$ cat src/rtl/bram_stream_reader.sv
// ---------------------------------------------------------------------------
// bram_stream_reader
//   Read-side master for a single-port read-first BRAM. A start command
//   latches base_addr/len, then LEN consecutive words (address wraps modulo
//   the RAM depth) are read and presented on a valid/ready stream. A 2-entry
//   output FIFO absorbs the BRAM's 1-cycle read latency, so a steadily ready
//   consumer receives one word per cycle.
//
// Ports
//   clka       clock, all logic on posedge
//   rsta       synchronous active-high reset
//   start      launch transfer (sampled only while busy=0)
//   base_addr  first BRAM address, sampled with start
//   len        word count 0..RAM_DEPTH, sampled with start
//   busy       transfer in progress
//   done       one-cycle pulse at transfer end
//   bram_en    BRAM ena
//   bram_we    BRAM wea, tied low
//   bram_addr  BRAM addra
//   bram_dout  BRAM douta, valid one edge after bram_en
//   m_data     stream data (FIFO head)
//   m_valid    stream valid (FIFO non-empty)
//   m_ready    stream ready
//   m_last     (only with BRAM_RD_LAST_EN) marks the final word of a transfer
//
// Configuration macro: BRAM_RD_LAST_EN adds the m_last output.
// ---------------------------------------------------------------------------
module bram_stream_reader #(
    parameter int DATA_WIDTH = 16,
    parameter int ADDR_WIDTH = 9
) (
    input  logic                  clka,
    input  logic                  rsta,
    input  logic                  start,
    input  logic [ADDR_WIDTH-1:0] base_addr,
    input  logic [ADDR_WIDTH:0]   len,
    output logic                  busy,
    output logic                  done,
    output logic                  bram_en,
    output logic                  bram_we,
    output logic [ADDR_WIDTH-1:0] bram_addr,
    input  logic [DATA_WIDTH-1:0] bram_dout,
    output logic [DATA_WIDTH-1:0] m_data,
    output logic                  m_valid,
    input  logic                  m_ready
`ifdef BRAM_RD_LAST_EN
    ,
    output logic                  m_last
`endif
);

    localparam logic [ADDR_WIDTH:0] LEN_ZERO = (ADDR_WIDTH+1)'(0);
    localparam logic [ADDR_WIDTH:0] LEN_ONE  = (ADDR_WIDTH+1)'(1);

    typedef enum logic [1:0] {
        ST_IDLE  = 2'd0,
        ST_READ  = 2'd1,
        ST_DRAIN = 2'd2
    } state_t;

    state_t                  state_r;
    state_t                  state_s;

    logic                    busy_s;
    logic                    issue_s;
    logic                    pop_s;
    logic                    m_valid_s;
    logic                    start_go_s;
    logic                    start_zero_s;
    logic                    last_pop_s;
    logic [2:0]              occ_s;
    logic [2:0]              room_s;

    logic [ADDR_WIDTH-1:0]   bram_addr_r;
    logic [ADDR_WIDTH:0]     remaining_r;   // reads still to issue
    logic [ADDR_WIDTH:0]     out_left_r;    // words still to hand to the stream
    logic                    inflight_r;    // read issued last cycle, data arrives now
    logic                    done_r;
    logic [DATA_WIDTH-1:0]   fifo_mem_r [0:1];
    logic                    wr_ptr_r;
    logic                    rd_ptr_r;
    logic [1:0]              count_r;

    // Handshake and command decode shared by the FSM and datapath.
    always_comb begin
        m_valid_s    = (count_r != 2'd0);
        pop_s        = m_valid_s & m_ready;
        start_go_s   = (state_r == ST_IDLE) & start & (len != LEN_ZERO);
        start_zero_s = (state_r == ST_IDLE) & start & (len == LEN_ZERO);
        // Last word can only leave after the final read was issued (DRAIN).
        last_pop_s   = (state_r == ST_DRAIN) & pop_s & (out_left_r == LEN_ONE);
        // FIFO occupancy plus the word still coming out of the BRAM; a pop this
        // cycle frees one slot, so issuing is allowed while occ < 2 + pop.
        occ_s        = {1'b0, count_r} + {2'b00, inflight_r};
        room_s       = 3'd2 + {2'b00, pop_s};
    end

    // FSM state register.
    always_ff @(posedge clka) begin
        if (rsta) begin
            state_r <= ST_IDLE;
        end else begin
            state_r <= state_s;
        end
    end

    // FSM next-state logic.
    always_comb begin
        state_s = state_r;
        case (state_r)
            ST_IDLE: begin
                if (start_go_s) begin
                    state_s = ST_READ;
                end else begin
                    state_s = ST_IDLE;
                end
            end
            ST_READ: begin
                if (issue_s && (remaining_r == LEN_ONE)) begin
                    state_s = ST_DRAIN;
                end else begin
                    state_s = ST_READ;
                end
            end
            ST_DRAIN: begin
                if (last_pop_s) begin
                    state_s = ST_IDLE;
                end else begin
                    state_s = ST_DRAIN;
                end
            end
            default: state_s = ST_IDLE;
        endcase
    end

    // FSM outputs: busy flag and read-issue decision.
    always_comb begin
        busy_s  = 1'b0;
        issue_s = 1'b0;
        case (state_r)
            ST_IDLE: begin
                busy_s  = 1'b0;
                issue_s = 1'b0;
            end
            ST_READ: begin
                busy_s = 1'b1;
                if ((remaining_r != LEN_ZERO) && (occ_s < room_s)) begin
                    issue_s = 1'b1;
                end else begin
                    issue_s = 1'b0;
                end
            end
            ST_DRAIN: begin
                busy_s  = 1'b1;
                issue_s = 1'b0;
            end
            default: begin
                busy_s  = 1'b0;
                issue_s = 1'b0;
            end
        endcase
    end

    // Address/length counters, in-flight tracking and done pulse.
    always_ff @(posedge clka) begin
        if (rsta) begin
            bram_addr_r <= {ADDR_WIDTH{1'b0}};
            remaining_r <= LEN_ZERO;
            out_left_r  <= LEN_ZERO;
            inflight_r  <= 1'b0;
            done_r      <= 1'b0;
        end else begin
            if (start_go_s) begin
                bram_addr_r <= base_addr;
                remaining_r <= len;
            end else if (issue_s) begin
                // Natural overflow gives the RAM_DEPTH-1 -> 0 wrap.
                bram_addr_r <= bram_addr_r + ADDR_WIDTH'(1);
                remaining_r <= remaining_r - LEN_ONE;
            end
            if (start_go_s) begin
                out_left_r <= len;
            end else if (pop_s) begin
                out_left_r <= out_left_r - LEN_ONE;
            end
            inflight_r <= issue_s;
            done_r     <= start_zero_s | last_pop_s;
        end
    end

    // Two-entry output FIFO: capture returning BRAM data, pop on handshake.
    always_ff @(posedge clka) begin
        if (rsta) begin
            fifo_mem_r[0] <= {DATA_WIDTH{1'b0}};
            fifo_mem_r[1] <= {DATA_WIDTH{1'b0}};
            wr_ptr_r      <= 1'b0;
            rd_ptr_r      <= 1'b0;
            count_r       <= 2'd0;
        end else begin
            if (inflight_r) begin
                fifo_mem_r[wr_ptr_r] <= bram_dout;
                wr_ptr_r             <= ~wr_ptr_r;
            end
            if (pop_s) begin
                rd_ptr_r <= ~rd_ptr_r;
            end
            case ({inflight_r, pop_s})
                2'b10:   count_r <= count_r + 2'd1;
                2'b01:   count_r <= count_r - 2'd1;
                default: count_r <= count_r;
            endcase
        end
    end

    assign busy      = busy_s;
    assign done      = done_r;
    assign bram_en   = issue_s;
    assign bram_we   = 1'b0;
    assign bram_addr = bram_addr_r;
    assign m_valid   = m_valid_s;
    assign m_data    = fifo_mem_r[rd_ptr_r];
`ifdef BRAM_RD_LAST_EN
    assign m_last    = m_valid_s & (out_left_r == LEN_ONE);
`endif

endmodule
$ cat config.mk
export PLATFORM = sky130hd
export DESIGN_NAME = bram_stream_reader
export DESIGN_NICKNAME = d
export VERILOG_FILES = /design/src/rtl/bram_stream_reader.sv
export SDC_FILE = /design/constraint.sdc
export NUM_CORES = 1
export LEC_CHECK = 0
export BUFFER_PORTS_ARGS = -buffer_cell sky130_fd_sc_hd__buf_2
export CAP_MARGIN = 5
export CORE_ASPECT_RATIO = 1.2
export CORE_MARGIN = 3
export CORE_UTILIZATION = 50
export CTS_BUF_LIST = sky130_fd_sc_hd__clkbuf_4
export CTS_CLUSTER_SIZE = 8
export DETAILED_ROUTE_END_ITERATION = 6
export GPL_ROUTABILITY_DRIVEN = 0
export GPL_TIMING_DRIVEN = 0
export MAX_ROUTING_LAYER = met4
export PLACE_DENSITY = 0.84
export SLEW_MARGIN = 20
export SYNTH_ARGS = -nofsm -noshare
export SYNTH_HDL_FRONTEND = slang
export SYNTH_SLANG_ARGS = --single-unit
$ cat constraint.sdc
create_clock -name clka -period 4.5 [get_ports clka]
set_clock_uncertainty 0.1 [all_clocks]
set_input_delay 0.225 -clock clka [delete_from_list [all_inputs] [get_ports clka]]
set_output_delay 0.225 -clock clka [all_outputs]
set_load 0.02 [all_outputs]
Word level (Yosys, flattened, before mapping). Memories as Yosys holds them, arrays and structs flattened. A register that Yosys moved wholly into a read port is not among the register bits. Index checks and enable logic that the tools add are counted.

Flip-flop bits (word level): 37. Bits in writable memories: 32. Output and inout port bits: 30. Logic and storage cells: 69. Memories: 1.

Add/sub/neg operators: 7. Order comparisons: 1. Equal/unequal tests: 6. Muxes and demuxes: 24. Bitwise logic cells: 9. Reductions and logical operators: 12.

Memories: fifo_mem_r (words 2, width 16, rd ports 1, clocked after Yosys merged registers in 1, wr ports 2, line 79) `logic [DATA_WIDTH-1:0] fifo_mem_r [0:1];`.

Operator list (count): $mux 10 (4); $eq 10x1->1 const B (2); $reduce_bool 10->1 (2); $sub 10x1->10 const B (2); $mux 9 (2); $mux 16 (1); $reduce_or 16->1 (1); $mux 1 (13); $logic_not 10->1 (1); $add 9x1->9 const B (1); $reduce_bool 2->1 (4); $and 1x1->1 (6); $pmux 2 s3 (1); $eq 2x1->1 const B (2); $eq 2x2->1 const B (2); $mux 2 (2); $pmux 2 s2 (1); $add 2x1->3 (1); $add 2x1->3 const A (1); $lt 3x3->1 (1); $add 2x1->2 const B (1); $logic_and 1x1->1 (2); $logic_not 2->1 (1); $not 1->1 (2); other kinds (3) (3).

Logic depth before layout (Yosys ltp). Gate-level depths: netlist (run 1).

Depth after elaboration: 10. Gate-level depth with buffers: 8.

Least setup slack after synthesis (run 1). Ideal clock, no wire load.

Path type: register -> register. Start: reg out_left_r[3]. End: reg state_r[1]. Data arrival time: 1.811 ns. Required time: 4.277 ns. Setup slack: 2.466 ns. Stages on the path, launching flop included: 6. Period minus slack after synthesis: 2.034 ns. Cell sequence: dfxtp_1 -> or4_4 -> or3_1 -> or4_4 -> nand2_1 -> a211oi_1.

Longest elaborated chain between the ends: 4.

RTL lines: from (decl) (line 76) `logic [ADDR_WIDTH:0] out_left_r;`; from (signal assigned) (line 182) `out_left_r <= len;`; from (signal assigned) (line 184) `out_left_r <= out_left_r - LEN_ONE;`; $eq 10x1->1 (line 91) `last_pop_s = (state_r == ST_DRAIN) & pop_s & (out_left_r == LEN_ONE);`; $and 1x1->1 (line 91); $mux 2 (line 126) `if (last_pop_s) begin`; $pmux 2 s3 (line 110) `case (state_r)`; to (signal assigned) (line 103) `state_r <= state_s;`; to (decl) (line 61) `state_t state_r;`.

No other way between the ends. A chain may end at the register's enable or synchronous reset.

Worst setup path in the final report (run 1).
Start: reg remaining_r[0]. End: out bram_en.

Longest elaborated chain between the ends: 4.

RTL lines: from (decl) (line 75) `logic [ADDR_WIDTH:0] remaining_r;`; from (signal assigned) (line 175) `remaining_r <= len;`; from (signal assigned) (line 179) `remaining_r <= remaining_r - LEN_ONE;`; $reduce_bool 10->1 (line 147) `if ((remaining_r != LEN_ZERO) && (occ_s < room_s)) begin`; $logic_and 1x1->1 (line 147); $mux 1 (line 147); $mux 1 (line 140) `case (state_r)`; to (decl) (line 39) `output logic bram_en,`.

No other way between the ends.

==> results.py, run 1 <==
metrics = {
    "detailed_routing": {
        "route.vias.total": 2828,
        "wl_per_cell_um": 15.25,
        "ant_nets": 0,
        "vias_per_cell": 5.470,
        "drtPass1Iterations": 5,
        "drtIter0Drc": 108,
        "drc_errors": 0,
        "wirelength_mm": 7.885,
    },
    "timing": {
        "rsz0062_at_grt": "false",
        "slew_headroom_pct": 48.93,
        "setup_viol": 0,
        "hold_viol": 0,
        "tns_ns": 0,
        "hold_slack_ns": 0.02488,
        "tightest_slew_ns": 0.7644,
        "finalCritPeriodShare_pct": 59.83,
        "slew_viol_final": 0,
        "fmax_mhz": 371.4,
        "final.min_clock_period_ns": 2.692,
    },
    "pwr": {
        "leakagePower_nw": 1.748,
        "powerDensity_nw_per_um2": 360.4,
        "max-vdd-ir-drop_mv": 0.2189,
    },
    "die": {
        "core_um2": 6566,
        "ios": 69,
        "die_h_um": 97.29,
        "initial_utilization_pct": 52.88,
        "dieWidth_um": 82.07,
        "die-area_um2": 7984,
        "std_cell_rows": 32,
    },
    "yosys": {
        "synth_compound_area_share_pct": 10.77,
        "synth-adder-area-share_pct": 4.324,
        "synth_commonest_cells": "dfxtp_1 (38), and2_1 (33), edfxtp_1 (32)",
        "synthXorXnorAreaFrac_pct": 6.054,
        "synth_ff_type": "dfxtp_1",
        "synth_top_area_share_pct": 27.68,
        "synth_mux_area_share_pct": 6.090,
        "yosysSeqAreaShare_pct": 49.59,
        "postSynthAreaPerCell_um2": 10.65,
        "synth_area_leaders": "edfxtp_1 (28%), dfxtp_1 (22%), and2_1 (5.9%)",
        "synth_top_cell_by_area": "edfxtp_1",
        "synth.most_common_cell": "dfxtp_1",
        "yosysWarnings": 0,
        "synth_nets": 377,
        "synth_edf_count": 32,
        "synth_top_family_by_area": "simple AND/OR/NAND/NOR gates",
        "synth_cell_types": 53,
        "syn-cell-area_um2": 3472,
        "synth_seq_cells": 70,
        "ys_async_sr_fraction_pct": 0,
        "yosys.area_share.simple_pct": 19.21,
        "syn_inst": 326,
    },
    "global_route": {
        "overflow": 0,
        "grt_pass1_vias": 2794,
        "track_usage_pct": 21.09,
        "antenna_found_initial": 0,
        "grt_max_degree": 17,
        "grt_pass1_wl_mm": 12.60,
    },
    "critical_path": {
        "cp_data_required_time_ns": 4.18,
        "path_class": "flip-flop to output pin",
        "rrSetupSlack_ns": 2.10,
        "crit_chain": "inv_1, ha_1, nor3b_2, nand3_1, nand3_1, inv_2, buf_2",
        "startpoint_type": "flip-flop",
        "cp-end-kind": "output pin",
        "path_common_cell": "nand3_1",
        "crit_slowest_cell": "nor3b_2",
        "critical_path.max_fanout": 7,
        "r2r-end": "remaining_r[1]",
        "reg2reg_depth": 7,
        "cp.arrival_ns": 2.37,
        "rr_startpoint": "remaining_r[0]",
        "slowest_delay_ns": 0.42,
    },
    "place": {
        "io_buffers": 66,
        "dpl.hpwl_mm": 5.683,
        "dpl.cell_count": 478,
    },
    "clocking": {
        "htreeDepth": 3,
        "clk_pin_slew_ns": 0.11,
        "tritoncts": "built",
        "clkSinkCount": 70,
        "numCtsBuffers": 9,
        "cts-resized-gates": 0,
        "cts_buffer_depth": 2,
        "clock-root-buffer": "clkbuf_4",
        "clock_latency_ns": 0.40,
    },
    "cells_and_area": {
        "seq_area_um2": 1722,
        "diodes": 0,
        "fin_cells": 517,
        "multi_input_area_um2": 1620,
        "layout.nets": 478,
        "fill_cells": 541,
        "drive_above_1_share_pct": 23.84,
        "synthToLayoutAreaGrowth_pct": 22.63,
    },
    "hold_path": {
        "min_to": "fifo_mem_r[1][15]",
        "hold_depth": 2,
        "hold_start": "bram_dout[15]",
        "hold_path_class": "input pin to flip-flop",
    },
    "job": {
        "maxCapViolCount": 0,
    },
    "outcome": {
        "status": "complete, no violations",
    },
}
[report_power, final]
group	switching (mW)	internal [mW]	total, mW
Sequential	0.0449	0.725	0.770
Clock	0.213	0.113	0.326
Combinational	0.253	0.186	0.439
Total	0.511	1.02	1.53
[registers in the layout, indices dropped and copies added (netlist names), named ones only]
name         count
bram_addr        9
inflight_r       1
count_r          2
done             1
remaining_r     10
state_r          2
out_left_r      10
fifo_mem_r      32
wr_ptr_r         1
rd_ptr_r         1
[kinds of logic (layout without fill, tap and decap cells)]
family / count (synthesis) / count (layout)
fa+ha+maj: 12 / 12
other cells: 1 / 1
buf+inv: 28 / 134
compound gates: 56 / 56
simple gates: 116 / 116
mux: 19 / 19
flops: 70 / 70
xor+xnor: 24 / 24
[timing repair]
item,4_1_cts,5_1_grt
hold buffers,22,1
endpoints found under the hold margin,28,1
buffers inserted,0,0
[how the worst max path moves through the flow]
stage | startpoint | end | slack [ns] | depth (start not counted)
after CTS | count_r[0] | bram_en | 1.80 | 7
after floorplan | out_left_r[3] | state_r[1] | 2.47 | 5
after detailed placement | count_r[0] | remaining_r[1] | 2.14 | 7
final | remaining_r[0] | bram_en | 1.81 | 7
after global routing | count_r[0] | bram_en | 1.57 | 7
after global placement | count_r[0] | remaining_r[1] | 2.15 | 7
[final cells by class]
type,count,area share (%)
buffer,15,1.998
inverter,13,1.146
timing repair buffer,90,13.43
multi-input combinational,228,38.05
tap,85,2.498
clock inverter,6,0.6759
clock buffer,10,1.763
sequential,70,40.43
[layer usage]
layer  vias to the layer above  GRT usage (%)  wire length [µm]
met4                         0          7.033               133
met2                       100          36.96              4210
li1                       1380              -                 -
met3                        18          4.824               497
met5                         -              -                 0
met1                      1330          22.91              3043
[cell usage in the layout, fill, tap and decap left out, types with 4 or more instances in the layout]
| cell type | count |
|---|---|
| clkbuf_1 | 11 |
| xor2_1 | 9 |
| o21bai_1 | 6 |
| nand3_1 | 6 |
| edfxtp_1 | 32 |
| nor4_1 | 4 |
| a21oi_1 | 14 |
| nor2_1 | 22 |
| mux2_1 | 11 |
| a31oi_1 | 5 |
| ha_1 | 12 |
| buf_2 | 66 |
| o21ai_1 | 4 |
| clkbuf_4 | 10 |
| mux2_2 | 6 |
| dfxtp_1 | 38 |
| and2_1 | 33 |
| nand4_1 | 12 |
| nor3_1 | 4 |
| xnor2_1 | 15 |
| inv_2 | 4 |
| nand2_1 | 12 |
| dlygate4sd3_1 | 23 |
| inv_1 | 9 |
| a211oi_1 | 10 |
[per-stage QoR]
step	power [mW]	utilization [%]	setup slack, ns	instance area (µm²)
floorplan	1.081	-	2.466	3472
detailed placement	1.206	59.76	2.135	3924
CTS	1.541	64.69	1.803	4248
finish	1.534	64.84	1.808	4258
global route	1.622	64.84	1.571	4258
global placement	1.190	59.53	2.154	3909
[worst max-delay path: cells and delay by family, from the launching register on]
kind	cells	cell delay [ns]
fa+ha+maj	1	0.22
buf+inv	3	0.31
flops	1	0.33
simple gates	3	1.10
Power figures use the tool's default switching activity.
==> run 2, diff against run 1 <==
==> constraint.sdc (replaced) <==
create_clock -name clka -period 2.6 [get_ports clka]
set_clock_uncertainty 0.1 [all_clocks]
set_input_delay 0.13 -clock clka [delete_from_list [all_inputs] [get_ports clka]]
set_output_delay 0.13 -clock clka [all_outputs]
set_load 0.02 [all_outputs]
==> run 2 against run 1 <==
Against the previous run: count of clock-buffer cells in the layout did not move; cell area up 3.8%; wire length grew 1.9%; non-clock buffer count is 15 higher; combinational power rose by 79%; flip-flop and latch count did not move; die area did not move; power rose by 75%; critical endpoint unchanged; largest power group unchanged.
==> results.py, run 2 (synthesis results as in run 1) <==
metrics = {
    "clocking": {
        "tritoncts": "built",
        "postCtsSetupBuffers": 0,
        "clkSinkCount": 70,
        "htreeDepth": 3,
        "clock-root-buffer": "clkbuf_4",
        "clk_pin_slew_ns": 0.12,
        "numCtsBuffers": 9,
        "clock_latency_ns": 0.41,
        "cts_buffer_depth": 2,
    },
    "critical_path": {
        "critical_path.max_fanout": 7,
        "startpoint_type": "flip-flop",
        "cp-end-kind": "output pin",
        "reg2reg_depth": 5,
        "cp_data_required_time_ns": 2.37,
        "rrSetupSlack_ns": 0.25,
        "cp.arrival_ns": 2.20,
        "critPathLaunch": "remaining_r[0]",
        "path_class": "flip-flop to output pin",
        "r2r-end": "remaining_r[7]",
        "rr_startpoint": "count_r[0]",
    },
    "hold_path": {
        "hold_depth": 4,
        "hold_start": "m_ready",
        "hold_path_class": "input pin to flip-flop",
        "min_to": "out_left_r[2]",
    },
    "cells_and_area": {
        "synthToLayoutAreaGrowth_pct": 27.32,
        "diodes": 0,
        "drive_above_1_share_pct": 23.49,
        "layout_common_cells": "buf_2 (66), dfxtp_1 (38), dlygate4sd3_1 (38), and2_1 (33), edfxtp_1 (32)",
        "final_common_cell": "buf_2",
        "layout.nets": 493,
        "top_register": "fifo_mem_r",
        "fin_cells": 532,
        "largest_register_ffs": 32,
        "post-route-util_pct": 67.32,
        "reg_top3": "fifo_mem_r x32, out_left_r x10, remaining_r x10",
        "design_area_um2": 4420,
    },
    "place": {
        "io_buffers": 66,
        "dpl.cell_count": 478,
        "dpl.hpwl_mm": 5.683,
        "postPlaceCellArea_um2": 3924,
    },
    "detailed_routing": {
        "drtPass1Iterations": 4,
        "drc_errors": 0,
        "vias_per_cell": 5.459,
        "drtIter0Drc": 121,
        "wirelength_mm": 8.033,
        "wl_per_cell_um": 15.10,
        "route.vias.total": 2904,
        "ant_nets": 0,
    },
    "timing": {
        "slew_viol_final": 0,
        "tns_ns": 0,
        "final.min_clock_period_ns": 2.429,
        "finalCritPeriodShare_pct": 93.42,
        "rsz0062_at_grt": "false",
        "hold_viol": 0,
        "fmax_mhz": 411.7,
        "tightest_slew_ns": 0.7648,
        "slew_headroom_pct": 48.90,
        "setup_viol": 0,
    },
    "global_route": {
        "grt_pass1_wl_mm": 12.86,
        "track_usage_pct": 21.54,
        "grt_pass1_vias": 2895,
        "overflow": 0,
        "antenna_found_initial": 0,
        "grt_max_degree": 17,
    },
    "outcome": {
        "status": "complete, no violations",
    },
    "die": {
        "ios": 69,
        "std_cell_rows": 32,
        "initial_utilization_pct": 52.88,
        "die_h_um": 97.29,
        "dieWidth_um": 82.07,
        "die-area_um2": 7984,
        "core_um2": 6566,
    },
    "job": {
        "maxCapViolCount": 0,
    },
    "pwr": {
        "max-vdd-ir-drop_mv": 0.3923,
        "powerDensity_nw_per_um2": 607.6,
        "power_mw": 2.686,
        "leakagePower_nw": 1.816,
    },
}
-- run 2: cell types whose count changed in the layout (fill, tap and decap cells not counted), sizes merged --
| cell | before | now |
|---|---|---|
| dlygate4sd3 | 23 | 38 |
-- run 2: timing repair --
action	CTS	global route
hold buffers	38	0
resized for setup	1	3
hold endpoints to repair	62	0
endpoints found under the setup margin	1	1
-- run 2: layout make-up --
type	instances	area, µm²
buffer	15	86.33
clock buffer	10	75.07
clock inverter	6	28.78
fill	512	2146
inverter	13	48.80
multi-input combinational	228	1632
sequential	70	1722
tap	85	106.4
timing repair buffer	105	721.9
-- run 2: metal layers --
layer	track usage [%]	vias to the layer above	share of wire [%]
li1	-	1409	-
met1	23.19	1367	39
met2	37.27	111	53
met3	5.195	17	6.0
met4	8.184	0	2.1
met5	-	-	0
-- run 2: critical path: stages (launching register included) --
cell	delay (ns)
dfxtp_1	0.33
inv_1	0.11
ha_1	0.23
nor3b_4	0.36
nand3_1	0.31
nand3_2	0.27
inv_2	0.03
buf_2	0.15
-- run 2: how the worst max path moves through the flow --
stage / to / slack [ns] / cells past startpoint
6_report: bram_en / 0.17 / 7
5_1_grt: bram_en / 0.06 / 7
4_1_cts: bram_en / 0.1 / 7
3_5_place_dp: remaining_r[1] / 0.24 / 7
3_3_place_gp: remaining_r[1] / 0.25 / 7
2_1_floorplan: state_r[1] / 0.57 / 5
-- run 2: through the flow --
stage          setup WS (ns)  hold WS (ns)
6_report              0.1710        0.1059
3_3_place_gp          0.2537        0.2805
4_1_cts              0.09839       0.09555
2_1_floorplan         0.5659        0.1604
5_1_grt              0.06312       0.09964
3_5_place_dp          0.2353        0.3020
-- run 2: power by group --
group	total, mW	internal [mW]	switching, mW
registers	1.33	1.25	0.0788
clock network	0.566	0.195	0.371
logic	0.786	0.341	0.445
